===== src/rtl/traffic_pkg.sv =====
// Shared lamp codes, FSM state encoding and lamp-decode helpers for the
// highway / farm-road intersection sequencer.
package traffic_pkg;

    localparam logic [1:0] LAMP_OFF    = 2'b00;
    localparam logic [1:0] LAMP_RED    = 2'b01;
    localparam logic [1:0] LAMP_YELLOW = 2'b10;
    localparam logic [1:0] LAMP_GREEN  = 2'b11;

    typedef enum logic [2:0] {
        HG    = 3'd0,
        HY    = 3'd1,
        FG    = 3'd2,
        FY    = 3'd3,
        FAULT = 3'd4
    } state_t;

    // Highway lamp shown in a normal (non-fault) state.
    function automatic logic [1:0] hw_lamp(input state_t s);
        case (s)
            HG:      return LAMP_GREEN;
            HY:      return LAMP_YELLOW;
            FG, FY:  return LAMP_RED;
            default: return LAMP_OFF;
        endcase
    endfunction

    // Farm-road lamp shown in a normal (non-fault) state.
    function automatic logic [1:0] fr_lamp(input state_t s);
        case (s)
            HG, HY:  return LAMP_RED;
            FG:      return LAMP_GREEN;
            FY:      return LAMP_YELLOW;
            default: return LAMP_OFF;
        endcase
    endfunction

    // Green phases use the long delay, yellow phases the short one.
    function automatic logic uses_long_timer(input state_t s);
        return (s == HG) || (s == FG);
    endfunction

endpackage


===== src/rtl/tl_watchdog.sv =====
// Counts cycles spent waiting on the timing counter; flags expiry once the
// count reaches WDOG_CYCLES-1 so the sequencer can fall into FAULT.
module tl_watchdog #(
    parameter int WDOG_CYCLES = 300
) (
    input  logic clk,
    input  logic rst,
    input  logic clear,
    input  logic enable,
    output logic expired
);

    localparam int             WDOG_W = $clog2(WDOG_CYCLES + 1);
    localparam logic [WDOG_W-1:0] WDOG_LAST = WDOG_W'(WDOG_CYCLES - 1);

    logic [WDOG_W-1:0] count_reg;
    logic [WDOG_W-1:0] count_next;

    // Restart on every timer start; otherwise count up while waiting and
    // hold at the last value so the counter can never wrap.
    always_comb begin
        count_next = count_reg;
        if (clear) begin
            count_next = '0;
        end else if (enable && (count_reg != WDOG_LAST)) begin
            count_next = count_reg + 1'b1;
        end
    end

    // Counter register.
    always_ff @(posedge clk) begin
        if (rst) begin
            count_reg <= '0;
        end else begin
            count_reg <= count_next;
        end
    end

    assign expired = enable && (count_reg == WDOG_LAST);

endmodule


===== src/rtl/traffic_light_fsm.sv =====
// Highway-priority intersection sequencer. Starts the external long/short
// timer on every state entry, advances on its done pulse, and drops into a
// latched flashing-yellow FAULT mode if the timer stops answering.
module traffic_light_fsm
    import traffic_pkg::*;
#(
    parameter int WDOG_CYCLES = 300,
    parameter int BLINK_HALF  = 5
) (
    input  logic       clk,
    input  logic       rst,
    input  logic       car_sensor,
    input  logic       timer_done,
    output logic       start_long,
    output logic       start_short,
    output logic [1:0] hw_light,
    output logic [1:0] fr_light,
    output logic       fault
);

    localparam int                 BLINK_W    = $clog2(BLINK_HALF + 1);
    localparam logic [BLINK_W-1:0] BLINK_LAST = BLINK_W'(BLINK_HALF - 1);

    state_t             state_reg,       state_next;
    logic               waiting_reg,     waiting_next;
    logic               min_done_reg,    min_done_next;
    logic               boot_reg,        boot_next;
    logic               start_long_reg,  start_long_next;
    logic               start_short_reg, start_short_next;
    logic [1:0]         hw_reg,          hw_next;
    logic [1:0]         fr_reg,          fr_next;
    logic               fault_reg,       fault_next;
    logic [BLINK_W-1:0] blink_cnt_reg,   blink_cnt_next;
    logic               blink_on_reg,    blink_on_next;

    logic start_req;
    logic done_ok;
    logic wdog_expired;

    tl_watchdog #(
        .WDOG_CYCLES (WDOG_CYCLES)
    ) u_watchdog (
        .clk     (clk),
        .rst     (rst),
        .clear   (start_req),
        .enable  (waiting_reg),
        .expired (wdog_expired)
    );

    // Next-state, timer-start and lamp decode. Outputs are computed from the
    // next state so the registered lamps and start pulse line up with entry.
    always_comb begin
        state_next       = state_reg;
        waiting_next     = waiting_reg;
        min_done_next    = min_done_reg;
        boot_next        = boot_reg;
        start_long_next  = 1'b0;
        start_short_next = 1'b0;
        hw_next          = hw_reg;
        fr_next          = fr_reg;
        fault_next       = fault_reg;
        blink_cnt_next   = blink_cnt_reg;
        blink_on_next    = blink_on_reg;
        start_req        = 1'b0;
        // Done pulses only count while a timer is actually outstanding.
        done_ok          = timer_done && waiting_reg;

        if ((state_reg != FAULT) && wdog_expired && !timer_done) begin
            state_next     = FAULT;
            waiting_next   = 1'b0;
            fault_next     = 1'b1;
            blink_cnt_next = '0;
            blink_on_next  = 1'b1;
            hw_next        = LAMP_YELLOW;
            fr_next        = LAMP_YELLOW;
        end else begin
            case (state_reg)
                HG: begin
                    if (boot_reg) begin
                        // First cycle out of reset: kick off the highway green.
                        boot_next = 1'b0;
                        start_req = 1'b1;
                    end else if (done_ok) begin
                        waiting_next = 1'b0;
                        if (car_sensor) begin
                            state_next = HY;
                        end else begin
                            min_done_next = 1'b1;
                        end
                    end else if (min_done_reg && car_sensor) begin
                        state_next = HY;
                    end
                end
                HY: begin
                    if (done_ok) begin
                        waiting_next = 1'b0;
                        state_next   = FG;
                    end
                end
                FG: begin
                    // The counter cannot be cancelled, so the car is ignored here.
                    if (done_ok) begin
                        waiting_next = 1'b0;
                        state_next   = FY;
                    end
                end
                FY: begin
                    if (done_ok) begin
                        waiting_next  = 1'b0;
                        min_done_next = 1'b0;
                        state_next    = HG;
                    end
                end
                FAULT: begin
                    // Both roads blink yellow/off together; only reset leaves.
                    if (blink_cnt_reg == BLINK_LAST) begin
                        blink_cnt_next = '0;
                        blink_on_next  = !blink_on_reg;
                        hw_next        = blink_on_reg ? LAMP_OFF : LAMP_YELLOW;
                        fr_next        = blink_on_reg ? LAMP_OFF : LAMP_YELLOW;
                    end else begin
                        blink_cnt_next = blink_cnt_reg + 1'b1;
                    end
                end
                default: begin
                    state_next = FAULT;
                end
            endcase

            if ((state_next != state_reg) && (state_next != FAULT)) begin
                start_req = 1'b1;
            end

            if (state_next != FAULT) begin
                hw_next = hw_lamp(state_next);
                fr_next = fr_lamp(state_next);
            end
        end

        if (start_req) begin
            waiting_next = 1'b1;
            if (uses_long_timer(state_next)) begin
                start_long_next = 1'b1;
            end else begin
                start_short_next = 1'b1;
            end
        end
    end

    // State and output registers.
    always_ff @(posedge clk) begin
        if (rst) begin
            state_reg       <= HG;
            waiting_reg     <= 1'b0;
            min_done_reg    <= 1'b0;
            boot_reg        <= 1'b1;
            start_long_reg  <= 1'b0;
            start_short_reg <= 1'b0;
            hw_reg          <= LAMP_GREEN;
            fr_reg          <= LAMP_RED;
            fault_reg       <= 1'b0;
            blink_cnt_reg   <= '0;
            blink_on_reg    <= 1'b0;
        end else begin
            state_reg       <= state_next;
            waiting_reg     <= waiting_next;
            min_done_reg    <= min_done_next;
            boot_reg        <= boot_next;
            start_long_reg  <= start_long_next;
            start_short_reg <= start_short_next;
            hw_reg          <= hw_next;
            fr_reg          <= fr_next;
            fault_reg       <= fault_next;
            blink_cnt_reg   <= blink_cnt_next;
            blink_on_reg    <= blink_on_next;
        end
    end

    assign start_long  = start_long_reg;
    assign start_short = start_short_reg;
    assign hw_light    = hw_reg;
    assign fr_light    = fr_reg;
    assign fault       = fault_reg;

endmodule


===== config.mk =====
export PLATFORM = sky130hd
export DESIGN_NAME = traffic_light_fsm
export DESIGN_NICKNAME = d
export VERILOG_FILES = /design/src/rtl/traffic_pkg.sv /design/src/rtl/tl_watchdog.sv /design/src/rtl/traffic_light_fsm.sv
export SDC_FILE = /design/constraint.sdc
export NUM_CORES = 1
export LEC_CHECK = 0
export CAP_MARGIN = 20
export CORE_UTILIZATION = 50
export CTS_CLUSTER_SIZE = 30
export DETAILED_ROUTE_END_ITERATION = 10
export GPL_ROUTABILITY_DRIVEN = 0
export PLACE_DENSITY = 0.8
export SYNTH_ARGS = -nofsm -noshare
export SYNTH_HDL_FRONTEND = slang
export SYNTH_SLANG_ARGS = --single-unit

===== constraint.sdc =====
create_clock -name clk -period 2.87 [get_ports clk]
set_clock_uncertainty 0.2 [all_clocks]
set_input_delay 0.574 -clock clk [delete_from_list [all_inputs] [get_ports clk]]
set_output_delay 0.574 -clock clk [all_outputs]
set_load 0.02 [all_outputs]

-- Yosys cells after proc, flatten, opt, wreduce, memory -nomap -nowiden
Cells that the tools add are included.
- shifts and indexed selects: 0
- multiply operators: 0
- div/mod/pow operators: 0
- bitwise gates (word level): 2
- equal/unequal tests: 19
- add/sub/neg operators: 2
- mux-type cells: 39
- $lt $le $gt $ge: 0
- reduce and logical (&&, ||, !) cells: 33
- operators by type and width (operator ; number):
    3-bit 2-to-1 mux ; 10
    1-bit 2-to-1 mux ; 18
    3-bit by 2-bit == test with 1-bit output, second input constant ; 5
    3-bit case mux with 5 select lines ; 1
    2-bit 2-to-1 mux ; 6
    2-bit case mux with 3 select lines ; 2
    2-bit AND reduction ; 5
    2-bit nonzero test ; 5
    2-bit OR reduction ; 5
    9-bit by 1-bit adder with 9-bit output, second input constant ; 1
    9-bit == test, second input constant ; 1
    3-bit logical NOT ; 3
    9-bit != test, second input constant ; 1
    2-bit != test, second input constant ; 4
    1-bit logical AND ; 7
    3-bit by 1-bit == test with 1-bit output, second input constant ; 2
    3-bit == test, second input constant ; 2
    3-bit != test, second input constant ; 2
    6-bit AND reduction ; 1
    3-bit nonzero test ; 2
    4-bit != test, second input constant ; 1
    1-bit case mux with 2 select lines ; 2
    4-bit nonzero test ; 1
    3-bit by 1-bit adder with 3-bit output, second input constant ; 1
    5 further kinds ; 7
- register bits after elaboration: 26
- output and inout bits: 7
- memories kept: 0
- memory bits (read-only): 0
- bits in writable memories: 0
- input bits: 4
- bits in latches: 0

-- Logic depth before layout (Yosys ltp)
Gate-level depths: netlist of the first run.
- depth in word-level cells: 12
- depth in mapped cells: 7
- depth with buffers taken out: 5

-- Hierarchy
From an unflattened synthesis of the first run, not the netlist that was laid out.
- cells, all modules: 153
- area total of the unflattened synthesis: 1327.5 µm²
- by module, submodules not included (module ; instances ; cells each ; area each (µm²)):
    traffic_light_fsm ; 1 ; 103 ; 894.6
    tl_watchdog ; 1 ; 50 ; 432.9

-- Least setup slack after synthesis of the first run
No wires, ideal clock.
- path type: register to register
- start point: register u_watchdog.count_reg[0]
- end point: register fr_reg[1], in the netlist fr_light[1]
- setup slack: 0.939 ns
- buffers on the path: 1
- setup time: 0.088 ns
- stages on the path, launching flop included: 7
- data arrival time: 1.643 ns
- period minus slack after synthesis: 1.931 ns
- path through: dfxtp_1 > ha_1 > nand4bb_1 > or4_1 > buf_2 > o21a_1 > a311oi_2
- longest elaborated chain between the ends: 6
- elaborated cells between the ends (all ways): 8
- classes of those cells: eq/ne (1); mux (1); reduce/logical (6)
- ends and longest elaborated chain (item ; line ; RTL):
    start, declared ; tl_watchdog.sv:16 ; logic [WDOG_W-1:0] count_reg;
    start signal, assigned ; tl_watchdog.sv:35 ; count_reg <= count_next;
    9-bit == test * ; tl_watchdog.sv:39 ; assign expired = enable && (count_reg == WDOG_LAST);
    1-bit logical AND * ; tl_watchdog.sv:39 ;
    1-bit logical AND * (2 in series) ; traffic_light_fsm.sv:68 ; if ((state_reg != FAULT) && wdog_expired && !timer_done) begin
    3-bit nonzero test (no line) ; -- ;
    2-bit AND reduction (no line) ; -- ;
    end signal, assigned ; traffic_light_fsm.sv:172 ; fr_reg <= fr_next;
    end, declared ; traffic_light_fsm.sv:31 ; logic [1:0] fr_reg, fr_next;
Every way passes the cells marked *; elsewhere a longest branch is shown, timed or not.
A chain may end at the register's enable or synchronous reset.

-- Worst setup path after layout of the first run
- start point: input timer_done
- end point: register u_watchdog.count_reg[1]
- longest elaborated chain between the ends: 10
- elaborated cells between the ends (all ways): 16
- classes of those cells: eq/ne (2); mux (9); reduce/logical (5)
- ends and longest elaborated chain (item ; line ; RTL):
    start, declared ; traffic_light_fsm.sv:13 ; input logic timer_done,
    1-bit logical AND ; traffic_light_fsm.sv:66 ; done_ok = timer_done && waiting_reg;
    3-bit 2-to-1 mux ; traffic_light_fsm.sv:83 ; end else if (done_ok) begin
    3-bit 2-to-1 mux ; traffic_light_fsm.sv:79 ; if (boot_reg) begin
    3-bit case mux with 5 select lines ; traffic_light_fsm.sv:77 ; case (state_reg)
    3-bit 2-to-1 mux ; traffic_light_fsm.sv:68 ;
    3-bit != test ; traffic_light_fsm.sv:130 ; if ((state_next != state_reg) && (state_next != FAULT)) begin
    1-bit logical AND ; traffic_light_fsm.sv:130 ;
    1-bit 2-to-1 mux ; traffic_light_fsm.sv:130 ;
    1-bit 2-to-1 mux * ; traffic_light_fsm.sv:68 ;
    2-bit OR reduction (no line) * ; -- ;
Every way passes the cells marked *; elsewhere a longest branch is shown, timed or not. The select of a mux whose other input is x is not followed.

==> results of run 1 <==
==> stage by stage <==
stage | power (W) | hold slack [ns] | setup WS (ns)
2_1_floorplan | 0.000421 | 0.272 | 0.939
3_3_place_gp | 0.000435 | 0.239 | 0.260
3_5_place_dp | 0.000436 | 0.241 | 0.257
4_1_cts | 0.000612 | 0.260 | 0.591
5_1_grt | 0.000633 | 0.285 | 0.490
6_report | 0.000609 | 0.261 | 0.584
==> layer usage <==
layer	vias up	wire length [um]	global-route usage, %
met2	17	1130	33.3
met3	4	64	3.80
met5	-	0	0
li1	513	-	-
met1	459	1120	25.0
met4	0	34	9.46
==> worst max-delay path by stage <==
| stage | endpoint | cells after the start | from | slack, ns |
|---|---|---|---|---|
| floorplan | fr_light[1] | 6 | u_watchdog.count_reg[0] | 0.94 |
| global placement | u_watchdog.count_reg[7] | 5 | timer_done | 0.26 |
| detailed placement | u_watchdog.count_reg[1] | 5 | timer_done | 0.26 |
| CTS | u_watchdog.count_reg[1] | 5 | timer_done | 0.59 |
| global route | u_watchdog.count_reg[0] | 5 | timer_done | 0.49 |
| finish | u_watchdog.count_reg[1] | 5 | timer_done | 0.58 |
==> cell usage in the layout, fill, tap and decap left out, types with 2 or more instances in the layout <==
cell type / instances
sky130_fd_sc_hd__and4_1: 2
sky130_fd_sc_hd__a21oi_1: 12
sky130_fd_sc_hd__o21ai_0: 6
sky130_fd_sc_hd__nor3_1: 4
sky130_fd_sc_hd__nor4_1: 2
sky130_fd_sc_hd__nor2_1: 24
sky130_fd_sc_hd__or4_1: 2
sky130_fd_sc_hd__nor2b_1: 2
sky130_fd_sc_hd__ha_1: 3
sky130_fd_sc_hd__nand4_1: 2
sky130_fd_sc_hd__dfxtp_1: 26
sky130_fd_sc_hd__nand3_1: 4
sky130_fd_sc_hd__xor2_1: 6
sky130_fd_sc_hd__nand2_1: 5
sky130_fd_sc_hd__clkbuf_4: 3
sky130_fd_sc_hd__inv_1: 5
sky130_fd_sc_hd__nand2b_1: 3
sky130_fd_sc_hd__clkdlybuf4s50_1: 10
sky130_fd_sc_hd__o21bai_1: 2
sky130_fd_sc_hd__xnor2_1: 4
==> worst max-delay path, delay by kind of cell <==
family	cells	cell delay [ns]
AOI/OAI and AO/OA	2	0.45
and+or+nand+nor	2	0.71
buffers and inverters	1	0.57
==> cells in the mapped netlist (all sizes together) <==
master	instances	area (sq um)
a2bb2oi	1	8.76
a41o	1	10.0
and4	2	17.5
nand4bb	2	38.8
nand2b	3	18.8
nand2	5	18.8
nor3b	2	20.0
nor4b	1	8.76
a31oi	1	6.26
o22a	1	8.76
buf	6	35.0
nor3	4	20.0
xor2	6	52.6
mux2	1	11.3
inv	5	18.8
o21a	1	7.51
o21ai	6	30.0
and3	1	6.26
a211oi	1	7.51
a21oi	12	60.1
a311oi	2	23.8
dfxtp	26	521
or3b	1	8.76
clkbuf	1	3.75
o21bai	3	26.3
and2	1	6.26
nor4	2	12.5
ha	3	37.5
nand3b	1	7.51
nand4	2	12.5
xnor2	4	35.0
nand3	4	20.0
nor2	24	90.1
or4	2	15.0
a21o	1	7.51
nor2b	2	12.5
mux2i	1	10.0
==> power by group through the flow <==
stage / logic [W] / clock network [W] / registers, W
after floorplan: 0.0000375 / 0 / 0.000383
after global placement: 0.0000489 / 0 / 0.000386
after detailed placement: 0.0000494 / 0 / 0.000386
after CTS: 0.0000499 / 0.000183 / 0.000378
after global routing: 0.0000552 / 0.000198 / 0.000380
final: 0.0000498 / 0.000181 / 0.000378
==> kinds of logic (layout without fill, tap and decap cells) <==
kind of cell / Yosys count / in the layout / share of synthesized area [%]
XOR/XNOR: 10 / 10 / 6.98
AND/OR/NAND/NOR: 59 / 59 / 26.6
buffers and inverters: 12 / 20 / 4.59
flip-flops: 26 / 26 / 41.5
adder cells (fa/ha/maj): 3 / 3 / 2.99
multiplexers: 2 / 2 / 1.69
AO/OA/AOI/OAI: 30 / 30 / 15.7
==> cell type report <==
class | count | area, sq um
multi-input combinational | 104 | 677
inverter | 5 | 18.8
tap | 28 | 35.0
fill | 205 | 902
sequential | 26 | 520
timing repair buffer | 11 | 108
clock buffer | 4 | 36.3
==> summary.md, run 1 <==
| Metric | Value |
|---|---|
| Final period util | `approximately four fifths` |
| Global routing usage summed across all routing layers | `approximately a fifth` |
| Routed len/inst | `about 13 um` |
| Buffer depth of the longest clock path | `2` |
| Worst hold path endpoint | `fault` |
| Cell with the largest stage delay on the worst path | `sky130_fd_sc_hd__or4_1` |
| Count of distinct cell types in the synthesized netlist | `42` |
| First-pass GRT wire length | `4030 um` |
| Cell count after synthesis | `142` |
| CTS hold repair buffers | `0` |
| Effective utilization at floorplan | `54.6%` |
| Number of DRC markers in iteration 0 | `22` |
| Endpoint of the worst register-to-register path | `hw_light[1]` |
| Maximum number of pins on one net before global-route repair | `15` |
| Switching power total | `about 0.00014 W` |
| Worst-skew pair later-pin latency | `0.31 ns` |
| Sequential area share after synthesis | `just over 40%` |
| Ordered list of cells on the worst path | `clkdlybuf4s50_1, a2bb2oi_1, or4_1, o21bai_2, nor2_1` |
| Antenna violations before repair | `0` |
| Req. time, crit path | `around 2.9 ns` |
| First drt pass iteration count | `4` |
| Final Instance Area | `roughly 1400 sq um` |
| Total global routing overflow | `0` |
| Outcome | `finished, final reports clean` |
| Mean instance size in the synthesized netlist | `8.84 sq um` |
| Leakage | `0.511 nW` |
| Synthesis warning total | `0` |
| TritonCTS Buffers | `3` |
| DR vias/cell | `about 5.6` |
| DRC errors left | `0` |
| Vias | `993` |
| Height of the die | `between 50 and 60 um` |
| Slew at the pin closest to its max-slew limit | `0.483 ns` |
| Total power density per cell area | `between 400 and 500 nW/um^2` |
| Worst Path Arrival | `2.29 ns` |
| Worst max-slew margin expressed relative to the limit | `67.5%` |
| Total Nets Final | `158` |
| Setup repair after global routing missed its margin | `no` |
| Crit path time final | `between 2 and 2.5 ns` |
| Critical Path Max Stage Delay | `around 0.61 ns` |
| Relative contribution of the clock network to total power | `between 20 and 30%` |
| Part of the power in registers | `between 60 and 70%` |
| Final TNS setup | `0 ns` |
| Hold WC Path Type | `reg -> reg` |
| Max VDD drop | `0.283 mV` |
| Fin. max-slew vios | `0` |
| Number of top-level design ports | `11` |
| Number of cells traversed by the worst hold path | `2` |
| Largest driver fanout on the critical path | `9` |
| H-tree lvl count | `1` |
| Clock root cell | `sky130_fd_sc_hd__clkbuf_4` |
| Post-detail-place hpwl | `1730 um` |
| Site Rows | `17` |
| Synth-to-layout area growth | `11.2%` |
| Fraction of layout cells with a size suffix above 1 | `under 10%` |
| Number of clock sinks | `26` |
| Antenna diode instance count | `0` |
| Comb power frac | `roughly 8.2%` |
| Number of buffers inserted to repair setup after CTS | `0` |
| Overall die width | `52.1 um` |
| Hold violation count in the final report | `0` |
| Reg2reg path depth | `5` |
| Seq cells post-synth | `26` |
| Max_cap viols | `0` |
| Reg2Reg Launch Point | `u_watchdog.count_reg[0]` |
| Die ar. | `between 2000 and 3000 sq um` |
| Category of the critical setup timing path | `in -> reg` |
| DP Cell Count | `roughly 170` |
| Netlist Area Pre-Place | `about 1300 sq um` |
| Post-CTS sizing | `0` |
| Max reg flops | `9` |
| Post-DRT Antenna Nets | `0` |
| WL final | `2350 um` |
| Final Instance Count excl. Fillers | `~180` |
| Area after detailed placement | `around 1400 sq um` |
| Register-to-Register Setup Slack | `between 0.6 and 0.7 ns` |
| Clock slew seen by the registers of the worst setup and hold paths | `roughly 0.14 ns` |
| Type of element capturing the critical path | `flop` |
| Switching part of the total | `23.0%` |
| Hold path startpoint | `fault` |
| Worst setup SP type | `input pin` |
| Design internal power | `around 0.00047 W` |
| Final Core Density | `about three fifths` |
| Via count of the first global-routing pass | `roughly 960` |
| Clock tree from TritonCTS | `done` |
| Upper clock frequency limit | `approximately 440 MHz` |
| Synthesized Nets | `between 100 and 150` |
| Number of I/O port buffers | `10` |
| Core area | `between 2000 and 2500 sq um` |
| Count of endpoints failing setup in the final report | `0` |
(Power assumes the default switching activity.)
==> inputs of run 2 (changes only) <==
--- a/config.mk
+++ b/config.mk
@@ -10,7 +10,7 @@
 export CTS_CLUSTER_SIZE = 30
 export DETAILED_ROUTE_END_ITERATION = 10
 export GPL_ROUTABILITY_DRIVEN = 0
-export PLACE_DENSITY = 0.8
+export PLACE_DENSITY = 0.82
 export SYNTH_ARGS = -nofsm -noshare
 export SYNTH_HDL_FRONTEND = slang
 export SYNTH_SLANG_ARGS = --single-unit
==> constraint.sdc (replaced) <==
create_clock -name clk -period 1.9 [get_ports clk]
set_clock_uncertainty 0.2 [all_clocks]
set_input_delay 0.38 -clock clk [delete_from_list [all_inputs] [get_ports clk]]
set_output_delay 0.38 -clock clk [all_outputs]
set_load 0.02 [all_outputs]
==> run 2 against run 1 <==
- die area unchanged
- sequential share of layout area decreased by 5.0 points
- design area increased by 16%
- largest cell class unchanged
- clock power increased by 56%
- largest power group unchanged
- critical endpoint is now fr_light[0]
- highest routed layer unchanged
==> summary.md, run 2 (synthesized netlist as in run 1, its figures left out) <==
| Metric | Value |
|---|---|
| Number of DRC markers in iteration 0 | `32 (+45%)` |
| Vias | `1170 (+18%)` |
| Clock tree from TritonCTS | `done` |
| Number of clock sinks | `26 (unchanged)` |
| Routing usage on met1 | `27.4% (+2.5 points)` |
| First drt pass iteration count | `4 (unchanged)` |
| Core area | `2300 sq um (unchanged)` |
| Worst setup SP type | `flop` |
| Most frequent standard cell in the layout excluding fill and tap cells | `sky130_fd_sc_hd__buf_4` |
| DRC errors left | `0 (unchanged)` |
| Outcome | `finished, final reports clean` |
| Leakage | `0.641 nW (+25%)` |
| Worst Path Buf+Inv | `1 (unchanged)` |
| Highest-count cells in the layout ignoring fill and taps | `sky130_fd_sc_hd__buf_4 (27), sky130_fd_sc_hd__nor2_1 (24), sky130_fd_sc_hd__dfxtp_1 (24), sky130_fd_sc_hd__a21oi_1 (12), sky130_fd_sc_hd__clkdlybuf4s50_1 (9)` |
| GR Layer Usage met3 | `3.80% (unchanged)` |
| Worst-skew pair later-pin latency | `0.32 ns (about the same)` |
| Cell with the largest stage delay on the worst path | `sky130_fd_sc_hd__clkdlybuf4s50_1` |
| Synth-to-layout area growth | `28.8%` |
| Crit path time final | `around 1.9 ns` |
| Number of buffers inserted to repair setup after CTS | `0 (unchanged)` |
| H-tree lvl count | `1 (unchanged)` |
| Post-CTS sizing | `3 (+3)` |
| Number of top-level design ports | `11 (unchanged)` |
| CTS hold repair buffers | `0 (unchanged)` |
| Max VDD drop | `0.383 mV (+35%)` |
| Buffer depth of the longest clock path | `2 (unchanged)` |
| Total Nets Final | `184 (+16%)` |
| Worst Path Arrival | `1.30 ns (-0.99 ns)` |
| Antenna violations before repair | `0 (unchanged)` |
| Total power density per cell area | `594 nW/um^2 (+36%)` |
| Ordered list of cells on the worst path | `clkdlybuf4s50_1` |
| Maximum number of pins on one net before global-route repair | `15 (unchanged)` |
| Hold WC Path Type | `reg -> reg` |
| Largest driver fanout on the critical path | `2 (-7)` |
| Final period util | `98.7%` |
| Fraction of layout cells with a size suffix above 1 | `24.4% (+17 points)` |
| Max_cap viols | `0 (unchanged)` |
| Hold path startpoint | `fault` |
| Worst-case hold slack | `0.267 ns (+0.00687 ns)` |
| Clock slew seen by the registers of the worst setup and hold paths | `0.14 ns (about the same)` |
| Global-route track usage on met2 | `39.7% (+6.4 points)` |
| Reg2reg path depth | `5 (unchanged)` |
| Pwr Total | `0.000960 W (+58%)` |
| Count of endpoints failing setup in the final report | `0 (unchanged)` |
| Overall die width | `52.1 um (unchanged)` |
| Final TNS setup | `0 ns (unchanged)` |
| Total global routing overflow | `0 (unchanged)` |
| First-pass GRT wire length | `4570 um (+13%)` |
| Site Rows | `17 (unchanged)` |
| Post-DRT Antenna Nets | `0 (unchanged)` |
| Worst max-slew margin expressed relative to the limit | `76.9% (+9.4 points)` |
| Worst hold path endpoint | `fault` |
| Reg2Reg Launch Point | `u_watchdog.count_reg[0]` |
| Category of the critical setup timing path | `reg -> out` |
| Effective utilization at floorplan | `54.6% (unchanged)` |
| DR vias/cell | `5.74 (+2.8%)` |
| Top cell family by delay on the critical path | `buffers and inverters` |
| Endpoint of the worst register-to-register path | `fr_light[1]` |
| Busiest layer in global routing | `met2` |
| Height of the die | `52.1 um (unchanged)` |
| Req. time, crit path | `1.32 ns (-1.56 ns)` |
| Via count of the first global-routing pass | `1097 (+14%)` |
| Upper clock frequency limit | `about 530 MHz` |
| Slew at the pin closest to its max-slew limit | `0.345 ns (-0.138 ns)` |
| Number of I/O port buffers | `10 (unchanged)` |
| Antenna diode instance count | `0 (unchanged)` |
| WL final | `3000 um (+28%)` |
| Die ar. | `2710 sq um (unchanged)` |
| Type of element capturing the critical path | `primary output` |
| Routed len/inst | `14.7 um (+12%)` |
| Fin. max-slew vios | `0 (unchanged)` |
| Number of cells traversed by the worst hold path | `2 (unchanged)` |
| Post-detail-place hpwl | `2140 um (+24%)` |
| Number of filler instances in the final layout | `168 (-18%)` |
| Hold violation count in the final report | `0 (unchanged)` |
| Critical Path Max Stage Delay | `0.61 ns (about the same)` |
| TritonCTS Buffers | `3 (unchanged)` |
| Sequential cell area | `523 sq um (+0.48%)` |
| Register-to-Register Setup Slack | `0.05 ns (-0.60 ns)` |
| Clock root cell | `sky130_fd_sc_hd__clkbuf_4` |
| Global routing usage summed across all routing layers | `23.0% (+2.9 points)` |
| Combined area of the multi-input logic cells | `702 sq um (+3.7%)` |
| Max reg flops | `9 (unchanged)` |
[run 2: cell count changes in the layout (fill, tap and decap cells not counted), sizes merged]
cell           change
buf               +26
dlygate4sd2        +1
clkdlybuf4s50      -1
[run 2: per-stage QoR]
step	setup WS (ns)	utilization, %	cell area [sq um]	std cells
after floorplan	0.0652	-	1260	142
after global placement	-0.400	67.8	1560	200
after detailed placement	-0.471	67.8	1560	200
after CTS	0.0174	69.6	1600	204
after global routing	-0.00742	70.4	1620	204
final	0.0238	70.4	1620	204
[run 2: power by group]
group / leakage, nW / total (W) / switching, W / internal (W)
clock: 0.0210 / 0.000282 / 0.000165 / 0.000117
sequential: 0.211 / 0.000569 / 0.0000121 / 0.000557
combinational: 0.408 / 0.000109 / 0.0000529 / 0.0000558
total: 0.641 / 0.000960 / 0.000230 / 0.000730
[run 2: worst max path at each step]
stage | slack [ns] | cells after the start | end | start
after global placement | -0.40 | 5 | waiting_reg | timer_done
final | 0.02 | 1 | fr_light[0] | fr_light[0]
after detailed placement | -0.47 | 5 | hw_light[1] | timer_done
after global routing | -0.007 | 1 | fr_light[0] | fr_light[0]
after floorplan | 0.07 | 5 | u_watchdog.count_reg[0] | state_reg[0]
after CTS | 0.02 | 1 | start_long | start_long
[run 2: final cells by class]
type	instances	share of cell area, %
Sequential cell	26	32.4
Tap cell	28	2.17
Timing Repair Buffer	37	18.7
Inverter	5	1.16
Multi-Input combinational cell	104	43.4
Clock buffer	4	2.24
[run 2: per-layer routing]
| layer | vias up | routed length, um |
|---|---|---|
| li1 | 569 | - |
| met1 | 573 | 1350 |
| met2 | 24 | 1520 |
| met3 | 4 | 99 |
| met4 | 0 | 31 |
| met5 | - | 0 |
